## config.mk

```make
export PLATFORM = sky130hd
export DESIGN_NAME = pong_match_ctrl
export DESIGN_NICKNAME = d
export VERILOG_FILES = /design/src/rtl/pong_match_ctrl.sv
export SDC_FILE = /design/constraint.sdc
export NUM_CORES = 1
export LEC_CHECK = 0
export CORE_MARGIN = 2
export CORE_UTILIZATION = 46
export CTS_CLUSTER_SIZE = 12
export DETAILED_ROUTE_END_ITERATION = 7
export GPL_TIMING_DRIVEN = 0
export MAX_ROUTING_LAYER = met4
export PLACE_DENSITY = 0.75
export SYNTH_ARGS = -nofsm -noshare
export SYNTH_HDL_FRONTEND = slang
export SYNTH_SLANG_ARGS = --single-unit
```

## constraint.sdc

```tcl
create_clock -name clk -period 1.6 [get_ports clk]
set_input_delay 0.4 -clock clk [delete_from_list [all_inputs] [get_ports clk]]
set_output_delay 0.4 -clock clk [all_outputs]
set_load 0.03 [all_outputs]
```

## src/rtl/pong_match_ctrl.sv

```systemverilog
// pong_match_ctrl: match sequencer for a two-player pong game.
// Walks IDLE -> SERVE -> PLAY -> POINT -> (SERVE | OVER). It keeps the
// score of each player and drives the ball/paddle datapath through
// engine_reset and engine_step. Every output comes straight from a register.
// Optional build macro: PONG_CTRL_PAUSE_EN enables the pause input. When the
// macro is not defined the pause port is still present but has no effect.
module pong_match_ctrl #(
    parameter int SERVE_FRAMES = 60,   // frame ticks spent holding the serve (1..255)
    parameter int WIN_SCORE    = 7     // points needed to win the match (1..15)
) (
    input  logic       clk,
    input  logic       reset,
    input  logic       frame_tick,
    input  logic       start,
    input  logic       pause,
    input  logic       miss_left,
    input  logic       miss_right,
    output logic       engine_reset,
    output logic       engine_step,
    output logic       serve_dir,
    output logic [3:0] score_left,
    output logic [3:0] score_right,
    output logic       game_over,
    output logic       winner,
    output logic [2:0] state_o
);

    typedef enum logic [2:0] {
        ST_IDLE  = 3'd0,
        ST_SERVE = 3'd1,
        ST_PLAY  = 3'd2,
        ST_POINT = 3'd3,
        ST_OVER  = 3'd4
    } state_t;

    // The serve counter counts from 0, so the last tick of the hold is SERVE_FRAMES-1.
    localparam logic [7:0] SERVE_LAST = 8'(SERVE_FRAMES - 1);
    localparam logic [3:0] WIN_VAL    = 4'(WIN_SCORE);

    state_t     state_q, state_d;
    logic [7:0] serve_cnt_q, serve_cnt_d;
    logic [3:0] score_left_q, score_left_d;
    logic [3:0] score_right_q, score_right_d;
    logic       serve_dir_q, serve_dir_d;
    logic       winner_q, winner_d;
    logic       engine_reset_q, engine_reset_d;
    logic       engine_step_q, engine_step_d;
    logic       game_over_q, game_over_d;

    logic       pause_act;

`ifdef PONG_CTRL_PAUSE_EN
    assign pause_act = pause;
`else
    // pause has no effect in this build. It is kept only so the port list
    // is the same in both builds.
    logic unused_pause;
    assign unused_pause = pause;
    assign pause_act    = 1'b0;
`endif

    // Next-state logic: state transitions, serve counter, scores and output values.
    always_comb begin
        state_d       = state_q;
        serve_cnt_d   = serve_cnt_q;
        score_left_d  = score_left_q;
        score_right_d = score_right_q;
        serve_dir_d   = serve_dir_q;
        winner_d      = winner_q;
        engine_step_d = 1'b0;

        case (state_q)
            ST_IDLE: begin
                if (start) begin
                    score_left_d  = 4'd0;
                    score_right_d = 4'd0;
                    serve_cnt_d   = 8'd0;
                    state_d       = ST_SERVE;
                end
            end

            ST_SERVE: begin
                // The counter moves only on frame ticks, so it holds its value between them.
                if (frame_tick && !pause_act) begin
                    if (serve_cnt_q == SERVE_LAST) begin
                        serve_cnt_d = 8'd0;
                        state_d     = ST_PLAY;
                    end else begin
                        serve_cnt_d = serve_cnt_q + 8'd1;
                    end
                end
            end

            ST_PLAY: begin
                if (!pause_act) begin
                    // A miss takes priority over a frame tick in the same
                    // cycle. The frame that caused the miss is not stepped.
                    if (miss_left && miss_right) begin
                        state_d = ST_SERVE;
                    end else if (miss_left) begin
                        score_right_d = (score_right_q == 4'd15) ? score_right_q
                                                                 : score_right_q + 4'd1;
                        serve_dir_d   = 1'b0;
                        state_d       = ST_POINT;
                    end else if (miss_right) begin
                        score_left_d = (score_left_q == 4'd15) ? score_left_q
                                                               : score_left_q + 4'd1;
                        serve_dir_d  = 1'b1;
                        state_d      = ST_POINT;
                    end else if (frame_tick) begin
                        engine_step_d = 1'b1;
                    end
                end
            end

            ST_POINT: begin
                if (score_left_q == WIN_VAL) begin
                    winner_d = 1'b0;
                    state_d  = ST_OVER;
                end else if (score_right_q == WIN_VAL) begin
                    winner_d = 1'b1;
                    state_d  = ST_OVER;
                end else begin
                    state_d = ST_SERVE;
                end
            end

            ST_OVER: begin
                if (start) begin
                    score_left_d  = 4'd0;
                    score_right_d = 4'd0;
                    serve_cnt_d   = 8'd0;
                    state_d       = ST_SERVE;
                end
            end

            default: begin
                state_d = ST_IDLE;
            end
        endcase

        // These outputs are computed from the next state, so the registered
        // value matches state_o during the same cycle.
        engine_reset_d = (state_d != ST_PLAY);
        game_over_d    = (state_d == ST_OVER);
    end

    // State and output registers. The synchronous reset overrides every input.
    always_ff @(posedge clk) begin
        if (reset) begin
            state_q        <= ST_IDLE;
            serve_cnt_q    <= 8'd0;
            score_left_q   <= 4'd0;
            score_right_q  <= 4'd0;
            serve_dir_q    <= 1'b0;
            winner_q       <= 1'b0;
            engine_reset_q <= 1'b1;
            engine_step_q  <= 1'b0;
            game_over_q    <= 1'b0;
        end else begin
            state_q        <= state_d;
            serve_cnt_q    <= serve_cnt_d;
            score_left_q   <= score_left_d;
            score_right_q  <= score_right_d;
            serve_dir_q    <= serve_dir_d;
            winner_q       <= winner_d;
            engine_reset_q <= engine_reset_d;
            engine_step_q  <= engine_step_d;
            game_over_q    <= game_over_d;
        end
    end

    assign engine_reset = engine_reset_q;
    assign engine_step  = engine_step_q;
    assign serve_dir    = serve_dir_q;
    assign score_left   = score_left_q;
    assign score_right  = score_right_q;
    assign game_over    = game_over_q;
    assign winner       = winner_q;
    assign state_o      = state_q;

endmodule

```

# Word level (Yosys, flattened, before mapping)
# Index checks and enable logic that the tools add are counted.
# totals
ff_bits,24
output_inout_bits,16
word_cells,74
# classes
n_addsub,3
n_eq_ne,19
n_mux,28
bitwise_logic,2
reduce_logical,13
# op_table
cell,count
$mux 4,8
$mux 3,8
$mux 8,3
$pmux 4 s2,2
$pmux 8 s2,1
$ne 2x2->1 const B,7
$pmux 3 s4,1
$add 4x1->4 const B,2
$add 8x1->8 const B,1
$eq 4x3->1 const B,2
$eq 4x4->1 const B,2
$eq 8x6->1 const B,1
$reduce_bool 2->1,4
$eq 3x2->1 const B,2
$eq 3x3->1 const B,2
$reduce_and 3->1,2
$reduce_and 6->1,1
$mux 1,5
$reduce_and 5->1,1
$reduce_or 5->1,1
$eq 3x1->1 const B,1
$logic_not 3->1,1
$ne 3x2->1 const B,1
$ne 2x1->1 const B,1
4 further kinds,5

# Logic depth before layout (Yosys ltp)
# Gate-level depths: netlist of run 1.
# depth
ltp_word,6
depth_mapped,6

# Worst setup path after synthesis of run 1
# No wires, ideal clock.
# synth_path
path_type,reg2reg
from,"register state_q[1], in the netlist state_o[1]"
to,"register score_left_q[3], in the netlist score_left[3]"
t_arrival_ns,1.644
required_ns,1.514
path_slack_ns,-0.130
path_stages_with_launch,6
n_path_buf,1
period_less_slack_ns,1.730
path_cell_list,dfxtp_1 -> buf_4 -> nor4b_4 -> a31oi_1 -> or3_1 -> a211oi_1
# synth_between
elab_chain_len,4
elab_cells_between_ends,12
classes_between,7 x eq/ne; 1 x mux; 4 x reduce/logical
# synth_rtl
item,line,source
"start, declared",40,"state_t state_q, state_d;"
"start signal, assigned",161,state_q <= state_d;
$eq 3x3->1 / $logic_not 3->1 (equally long branches),72,case (state_q)
$reduce_or 2->1 (no line),-,
$ne 2x1->1 (no line) / $reduce_bool 2->1 (equally long branches),-,
$reduce_and 6->1 (no line),-,
"end signal, assigned",163,score_left_q <= score_left_d;
"end, declared",42,"logic [3:0] score_left_q, score_left_d;"
# Several ways; a longest one is shown, not always the timed one.
# A chain may end at the register's enable or synchronous reset.

# Worst setup path in the final report of run 1
# layout_path
from,input port miss_right
to,"register score_left_q[3], in the netlist score_left[3]"
# layout_between
elab_chain_len,3
elab_cells_between_ends,4
classes_between,2 x eq/ne; 2 x reduce/logical
# layout_rtl
item,line,source
"start, declared",17,"input logic miss_right,"
$logic_and 1x1->1,98,if (miss_left && miss_right) begin
$ne 2x2->1 (no line),-,
$reduce_and 6->1 (no line) (*),-,
# Mark *: on every way between the ends. The rest lies on a longest branch, timed or not.

==> impl_summary.md, run 1 <==
Die
The starting density of the core is 0.4906. After floorplanning, the core was divided into 18 placement rows. The overall die height is 55.87 um. The floorplan step defined a core boundary enclosing 2522 um2. Measured along the x axis, the die boundary spans 55.87 um. The area enclosed by the die boundary is 3121 um2.

23 I/O pins were placed.

Setup path
The worst register-to-register path has a depth of 5. The critical path is of the input pin to flop type. The critical path goes through buf_2 -> ha_4 -> nor4b_4 -> a31oi_2 -> or3_1 -> a211oi_2.

The largest single stage delay on the critical path is 380 ps. The register-to-register setup slack is 60 ps. The launch instance of the worst register-to-register path is state_o[1]. The category of the worst setup path launch point is an input pin.

In this run the critical register-to-register path is captured at score_left[3]. The arrival time of the worst setup path is roughly 1800 ps. The biggest fanout along the worst timing path is 8. The highest-delay cell along the critical path is nor4b_4. The endpoint required time on the critical path is 1860 ps. The kind of end point of the critical path is a flop.

STA
The worst slew margin relative to its limit is 0.6682. The time the worst path needs with I/O delays and setup is 1545 ps. For the pin with the worst max-slew slack, the measured transition is 497.8 ps. The share of the clock period used by the worst path is 0.9659. The count of endpoints failing hold in the final timing report is 0.

The final worst clock skew is 12.58 ps. Setup repair after global routing could not meet its margin everywhere. The number of max-slew violations in the final report is 0. The highest attainable clock frequency is 0.6471 GHz.

Adding up every negative setup slack in the final design gives 0 ps. Setup violations remaining at the end of the flow were counted as 0.

Power
Of the total power, the share spent switching nets is 0.2560. Summed over all nets, the switching power comes to roughly 270 uW. In this run the static leakage power is 0.0006376 uW. The clock group share of total power is 0.305.

The combinational share of power is 0.124. Cell internal power was estimated by the tool at 796.0 uW. IR analysis of the VDD net gives a maximum drop of about 470 uV. The sequential group share of total power is 0.571.

For this design the ratio of total power to cell area is 651.8 nW/um2. Power comes to around 1100 uW.

Detailed routing
The via total after detailed routing is 1199. The first-pass detailed-route iteration total is 4. The first routing iteration left 20 violations. Summed over all layers, the routed wires come to 2881 um. In the detailed route, the total length drawn on met2 is 1441 um. In the final routed layout, each cell accounts on average for 14.33 um. Using the TritonRoute via totals, the vias-per-cell ratio works out to about 6.0. The detailed-routing wirelength on met1 is 1288 um. The detailed router used layers up to and including met4. For this run, design rule violations remaining after detail routing come to 0. After detailed routing, the met3 layer carries about 130 um of wire. In this run the remaining antenna-violating nets after routing total 0.

Finish
The number of antenna diodes in the final layout is 0. The net count of the finished layout is around 180. The area growth from synthesis to layout is 32.66%. In the final layout, the share of cells above drive strength 1 is 0.2222. With fillers left out, the area of the finished cells amounts to between 1500 and 2000 um2. The filler-free cell count of the finished design is 201.

Logic synthesis
For this run, the leading register cell type out of synthesis is dfxtp_1. The fraction of registers with async set/reset is 0. Yosys mapped a number of flops with a built-in enable equal to 0. The synthesized area divided by synthesized cell count is about 9 um2. The number of warnings printed during yosys synthesis is 0. Synthesis inferred 24 register bits.

For this run, the register share of the synthesized area comes to 0.3883. The number of nets in the synthesized netlist is 151. Counting every instance in the synthesized netlist gives 139. After synthesis, the netlist uses 43 different library cells.

The mapped netlist covers 1237 um2.

Clock network
The buffer depth of the longest clock path is 2. TritonCTS built the clock tree. The clock root buffer master is clkbuf_4. The count of H-tree levels built during CTS is 1. The number of buffers inserted during clock tree synthesis is 3.

The later pin in the worst-skew pair is clocked with a latency of 320 ps. The CTS sink count is 24. The clock-pin slew reported for the worst setup and hold paths after clock tree synthesis is between 100 and 150 ps.

Status
The flow ran to the end, and the final reports show no timing, DRC or antenna violations.

Global route
The number of global-route vias before repair came to ~1100. The total track usage is 0.1939. After global routing the overflow that remains totals 0. The number of antenna violations at the first check in global routing is 0. The first global-routing pass estimated 4857 um of wire. Entering global routing, the biggest net connects 14 pins.

Worst hold path
The path with the worst hold slack has its endpoint at serve_dir. The tightest min-delay check is of the input pin to flop type. The hold path startpoint is miss_left. The count of cells along the worst hold path is 2.

Placement
The number of instances in the placed design is 190. The number of port buffers is 21. The wire-length estimate of the detail-placed layout is slightly below 2000 um. Summing all placed instances gives a cell area of 1489 um2.

At the end of routability-driven placement, the weighted congestion stood at approximately 0.80.

Run
The tool flagged a number of max-cap violations equal to 0.
==> power groups by stage <==
stage	Clock [uW]	Combinational (uW)	Sequential [uW]
5_1_grt	364	144	613
4_1_cts	335	124	611
3_5_place_dp	0	113	624
2_1_floorplan	0	66.9	626
3_3_place_gp	0	111	623
6_report	326	133	611
==> per-stage QoR <==
| stage | setup slack (ps) | hold slack [ps] | util |
|---|---|---|---|
| global route | -23.60 | 412.0 | 0.6508 |
| detailed placement | -794.8 | 474.4 | 0.5903 |
| CTS | -17.15 | 409.3 | 0.6141 |
| finish | 54.57 | 414.5 | 0.6508 |
| global placement | -763.9 | 460.0 | 0.5903 |
| floorplan | -10.42 | 448.6 | - |
==> logic make-up (layout without fill, tap and decap cells) <==
logic type | Yosys count | in the layout | synth area share
simple gates | 56 | 56 | 0.2902
flops | 24 | 24 | 0.3883
buf+inv | 8 | 40 | 0.02831
compound gates | 39 | 39 | 0.1931
xor+xnor | 7 | 7 | 0.04955
fa+ha+maj | 5 | 5 | 0.05056
==> registers in the layout, indices dropped and copies added, names as in the netlist <==
signal        cells
serve_dir         1
serve_cnt_q       8
game_over         1
winner            1
engine_reset      1
engine_step       1
score_left        4
score_right       4
state_o           3
==> cells in the mapped netlist, types with 2 or more instances <==
library cell,n,area share
and2_1,2,0.010
dfxtp_1,24,0.39
o211ai_1,2,0.012
ha_1,5,0.051
o21ai_0,3,0.012
clkbuf_1,3,0.0091
or3_1,3,0.015
a21oi_1,15,0.061
nor2b_1,2,0.010
nor2_1,10,0.030
nand3_1,9,0.036
nand2_1,7,0.021
a31oi_1,4,0.020
o21ai_1,6,0.024
o2111ai_1,2,0.014
xor2_1,7,0.050
a311oi_1,2,0.014
nand4b_1,2,0.014
nand4_1,3,0.015
inv_1,3,0.0091
and3_1,3,0.015
==> cell type report <==
class / instances / area, um2
clock buffer: 4 / 36.28
buffer: 5 / 36.28
sequential: 24 / 484.2
fill: 229 / 880.8
multi-input combinational: 107 / 802.0
timing repair buffer: 28 / 234.0
tap: 30 / 37.54
inverter: 3 / 11.26
==> routing by layer <==
metal / GRT usage / vias to the layer above
li1: - / 588
met1: 0.2608 / 576
met2: 0.3078 / 33
met3: 0.02791 / 2
met4: 0.05102 / 0
met5: - / -
==> how the worst max path moves through the flow <==
stage,start,end,depth (start not counted)
after global placement,miss_left,score_left[3],6
after floorplan,miss_left,score_left[3],5
final,miss_right,score_left[3],6
after global routing,state_o[1],score_left[1],5
after detailed placement,miss_left,score_left[3],6
after CTS,state_o[1],score_left[3],5
==> what timing repair did <==
| action | in CTS | in global routing |
|---|---|---|
| cloned | 0 | 0 |
| endpoints found under the setup margin | 35 | 20 |
| resized for setup | 36 | 24 |
| hold buffers | 0 | 0 |
| buffers inserted | 2 | 5 |
| pin swaps | 0 | 3 |
==> critical path: cells and delay by family <==
kind | cells | cell delay (ps)
and+or+nand+nor | 2 | 720
AOI/OAI and AO/OA | 2 | 320
buffers and inverters | 1 | 170
adders and majority gates | 1 | 190
==> layout by cell type, fill, tap and decap left out, drive strengths merged, types with 2 or more instances in the layout <==
cell type       n
o21ai           9
nor3b           2
dlygate4sd2     8
a311oi          2
nor4b           2
o211ai          2
and2            2
nand3           9
clkdlybuf4s50   3
buf            11
and3            3
dfxtp          24
o2111ai         2
nand2           7
ha              5
clkbuf          9
clkdlybuf4s15   6
xor2            7
nor2           10
nand4           3
o21bai          2
or3             3
nand4b          2
nor2b           2
a31oi           4
a21oi          15
inv             3
Power figures use the tool's default switching activity.
==> inputs of run 2 (changes only) <==
- REMOVE_ABC_BUFFERS: unset -> 1
==> run 2 against run 1 <==
Count of clock-buffer cells in the layout unchanged; critical path depth rose by 1; non-clock buffer count unchanged; clock skew shrank 11 ps; sequential power about the same; via count up 1.0%; sequential share of layout area shrank 0.072 points; worst hold slack lost 50 ps; critical path type unchanged.
==> impl_summary.md, run 2 (synthesis gave the netlist of run 1 again) <==
Status
The run finished with clean final reports.

Setup path
STA classifies the critical path endpoint as a flop. The register-to-register setup slack is around 50 ps. Data on the critical path is required at its endpoint by 1850 ps.

The class of the most critical setup path is input pin to flop. The startpoint identified for the worst register-to-register timing path is state_o[2]. The category of the worst setup path launch point is an input pin. In this design, the stage delay of the slowest critical-path cell is ~400 ps. For the worst flop-to-flop path, the logic depth is 5. The largest individual stage delay along the critical path comes from the cell or3b_4.

In this run the critical register-to-register path is captured at score_left[1]. The most numerous cell type found on the critical path is buf_4. The biggest fanout along the worst timing path is 7. The arrival time of the worst setup path is 1830 ps. Walking the worst path, the cells encountered are buf_4 -> ha_4 -> nor4b_4 -> buf_4 -> nand3_2 -> or3b_4 -> a21oi_2.

Placement
The number of instances in the placed design is approximately 190. The worst setup timing slack at the placement stage is -925.9 ps. The global placer's final weighted congestion is approximately 0.78. The number of port buffers is 21. After legalization and detailed placement, the total HPWL measured 1975 um. After detailed placement, the total cell area comes to 1461 um2.

Clock network
The CTS tree is yes. The count of H-tree levels built during CTS is 1. TritonCTS created 3 clock buffers.

The clock net in this run drives a total of 24 sinks. For this design, the CTS-stage hold fixing added 0 buffers. The clock root buffer master is clkbuf_4.

The clock reaches the later pin of the worst-skew pair after 310 ps. Clock-pin slew was measured on the worst setup and hold paths at ~130 ps. The buffer depth of the longest clock path is 2.

Finish
Once layout is complete, the cells apart from fillers number between 200 and 250. The ratio of cells with drive above 1 in the final layout is 0.2515. The library cell used most frequently in the layout, excluding fill and tap cells, is dfxtp_1. The layout-stage area growth over the synthesis result is 35.39%. At the end of the flow, the number of nets in the layout was 184. Leaving out fill and tap cells, the most frequent cells in the layout are dfxtp_1 (20), a21oi_1 (14), buf_4 (13). The register name with the most flops is serve_cnt_q. The number of flip-flops in the largest register is 8. The repair_antennas step left the layout with diodes totalling 0. The final instance area is 1675 um2.

STA
The time the worst path needs with I/O delays and setup is 1586 ps. The count of endpoints failing hold in the final timing report is 0. Setup repair after global routing could not meet its margin everywhere.

The final worst clock skew is roughly 1.5 ps. Dividing the final minimum period by the clock period gives 0.9914. The transition time at the pin with the least slew margin is 646.4 ps. The number of max-slew violations in the final report is 0. Setup violations remaining at the end of the flow were counted as 0. The highest attainable clock frequency is 0.6304 GHz.

The worst slew margin relative to its limit is 0.5677. After layout, the worst setup slack is 13.79 ps.

Detailed routing
The average detailed-routed wire length per instance is 15.25 um. The via total after detailed routing is 1211. The violation count after the first detailed-route iteration is 35. The average via count per standard cell is 6.025. Wires add up to 3065 um. The post-detailed-route count of antenna-violating nets is 0. The remaining design rule violation count is 0. The first detailed-routing pass ran for 4 iterations.

Worst hold path
The path category of the worst min-delay check is input pin to flop. The count of cells along the worst hold path is 2. The sink of the worst hold path is serve_dir. The hold path startpoint is miss_left.

Power
The combinational share of power is 0.128. The design draws 1063 uW. The power density over cell area is 634.4 nW/um2.

The leakage power figure is 0.0006674 uW. The share of total power dissipated in sequential elements is 0.577. Of the total power, the share spent switching nets is 0.2484. The internal power of the cells totals 798.9 uW.

The share of total power dissipated in the clock network is 0.295. The switching power total is 264.0 uW. The maximum vdd ir drop is between 400 and 500 uV.

Global route
The total track usage is 0.2076. The largest net degree at the start of global routing is 23. The wire length of the first global-routing pass is 5099 um.

The number of global-route vias before repair came to 1065. The number of antenna violations at the first check in global routing is 0. The residual overflow from global routing is 0.

Run
Max-cap violations in this run came to 0.

Die
For this design the top-level I/O count stands at 23. The die boundary width is roughly 56 um. The core region is 2522 um2. For this configuration, the core starts out at a cell density of 0.4906. In this run the vertical extent of the chip is 55.87 um. The area enclosed by the die boundary is 3121 um2.

The initialized floorplan defines 18 standard-cell rows.
-- run 2: cell count changes in the layout (fill, tap and decap cells not counted), sizes merged --
cell | before | now
clkdlybuf4s50 | 3 | 2
clkdlybuf4s15 | 6 | 3
clkbuf | 9 | 7
dlymetal6s2s | 0 | 1
dlygate4sd2 | 8 | 10
buf | 11 | 14
-- run 2: worst max-delay path: cells and delay by family --
family | cells | cell delay [ps]
adder cells (fa/ha/maj) | 1 | 180
buffers and inverters | 2 | 320
AND/OR/NAND/NOR | 3 | 810
AO/OA/AOI/OAI | 1 | 130
-- run 2: power groups by stage --
stage | Combinational (uW) | Clock [uW] | Sequential, uW
after floorplan | 53.9 | 0 | 633
after global placement | 95.9 | 0 | 632
after detailed placement | 98.7 | 0 | 632
after CTS | 119 | 328 | 619
after global routing | 149 | 362 | 615
final | 136 | 314 | 613
-- run 2: what timing repair did --
item	CTS	global route
endpoints found under the setup margin	34	22
pin swaps	3	7
gates cloned	0	0
gates resized for setup	44	23
setup buffers	6	6
-- run 2: metal layers --
layer	routed length (um)	up-vias	share of wire	global-route usage
met5	0	-	0	-
met3	117	4	0.038	0.03256
met4	31	0	0.010	0.06803
li1	-	592	-	-
met1	1384	585	0.45	0.2601
met2	1531	30	0.50	0.3435
-- run 2: per-stage QoR --
| stage | TNS (ps) | util | hold slack, ps |
|---|---|---|---|
| after CTS | 0 | 0.6290 | 424.2 |
| after global routing | -89.19 | 0.6642 | 351.1 |
| after detailed placement | -14500 | 0.5794 | 473.2 |
| after global placement | -14510 | 0.5794 | 456.3 |
| final | 0 | 0.6642 | 364.5 |
| after floorplan | -5679 | - | 448.6 |
-- run 2: final cells by class --
type	count	area, um2
clock buffers	4	36.28
fillers	218	847.1
inverters	3	11.26
multi-input cells	107	822.0
flip-flops and latches	24	493.0
well taps	30	37.54
repair buffers	33	275.3
-- run 2: worst max-delay path by stage --
stage,startpoint,end,slack [ps],cells past startpoint
finish,miss_left,score_left[1],10,7
global route,state_o[1],serve_cnt_q[7],-40,6
CTS,state_o[2],score_left[1],2,5
detailed placement,frame_tick,serve_cnt_q[7],-930,5
floorplan,state_o[0],serve_cnt_q[0],-680,4
global placement,frame_tick,serve_cnt_q[6],-990,5
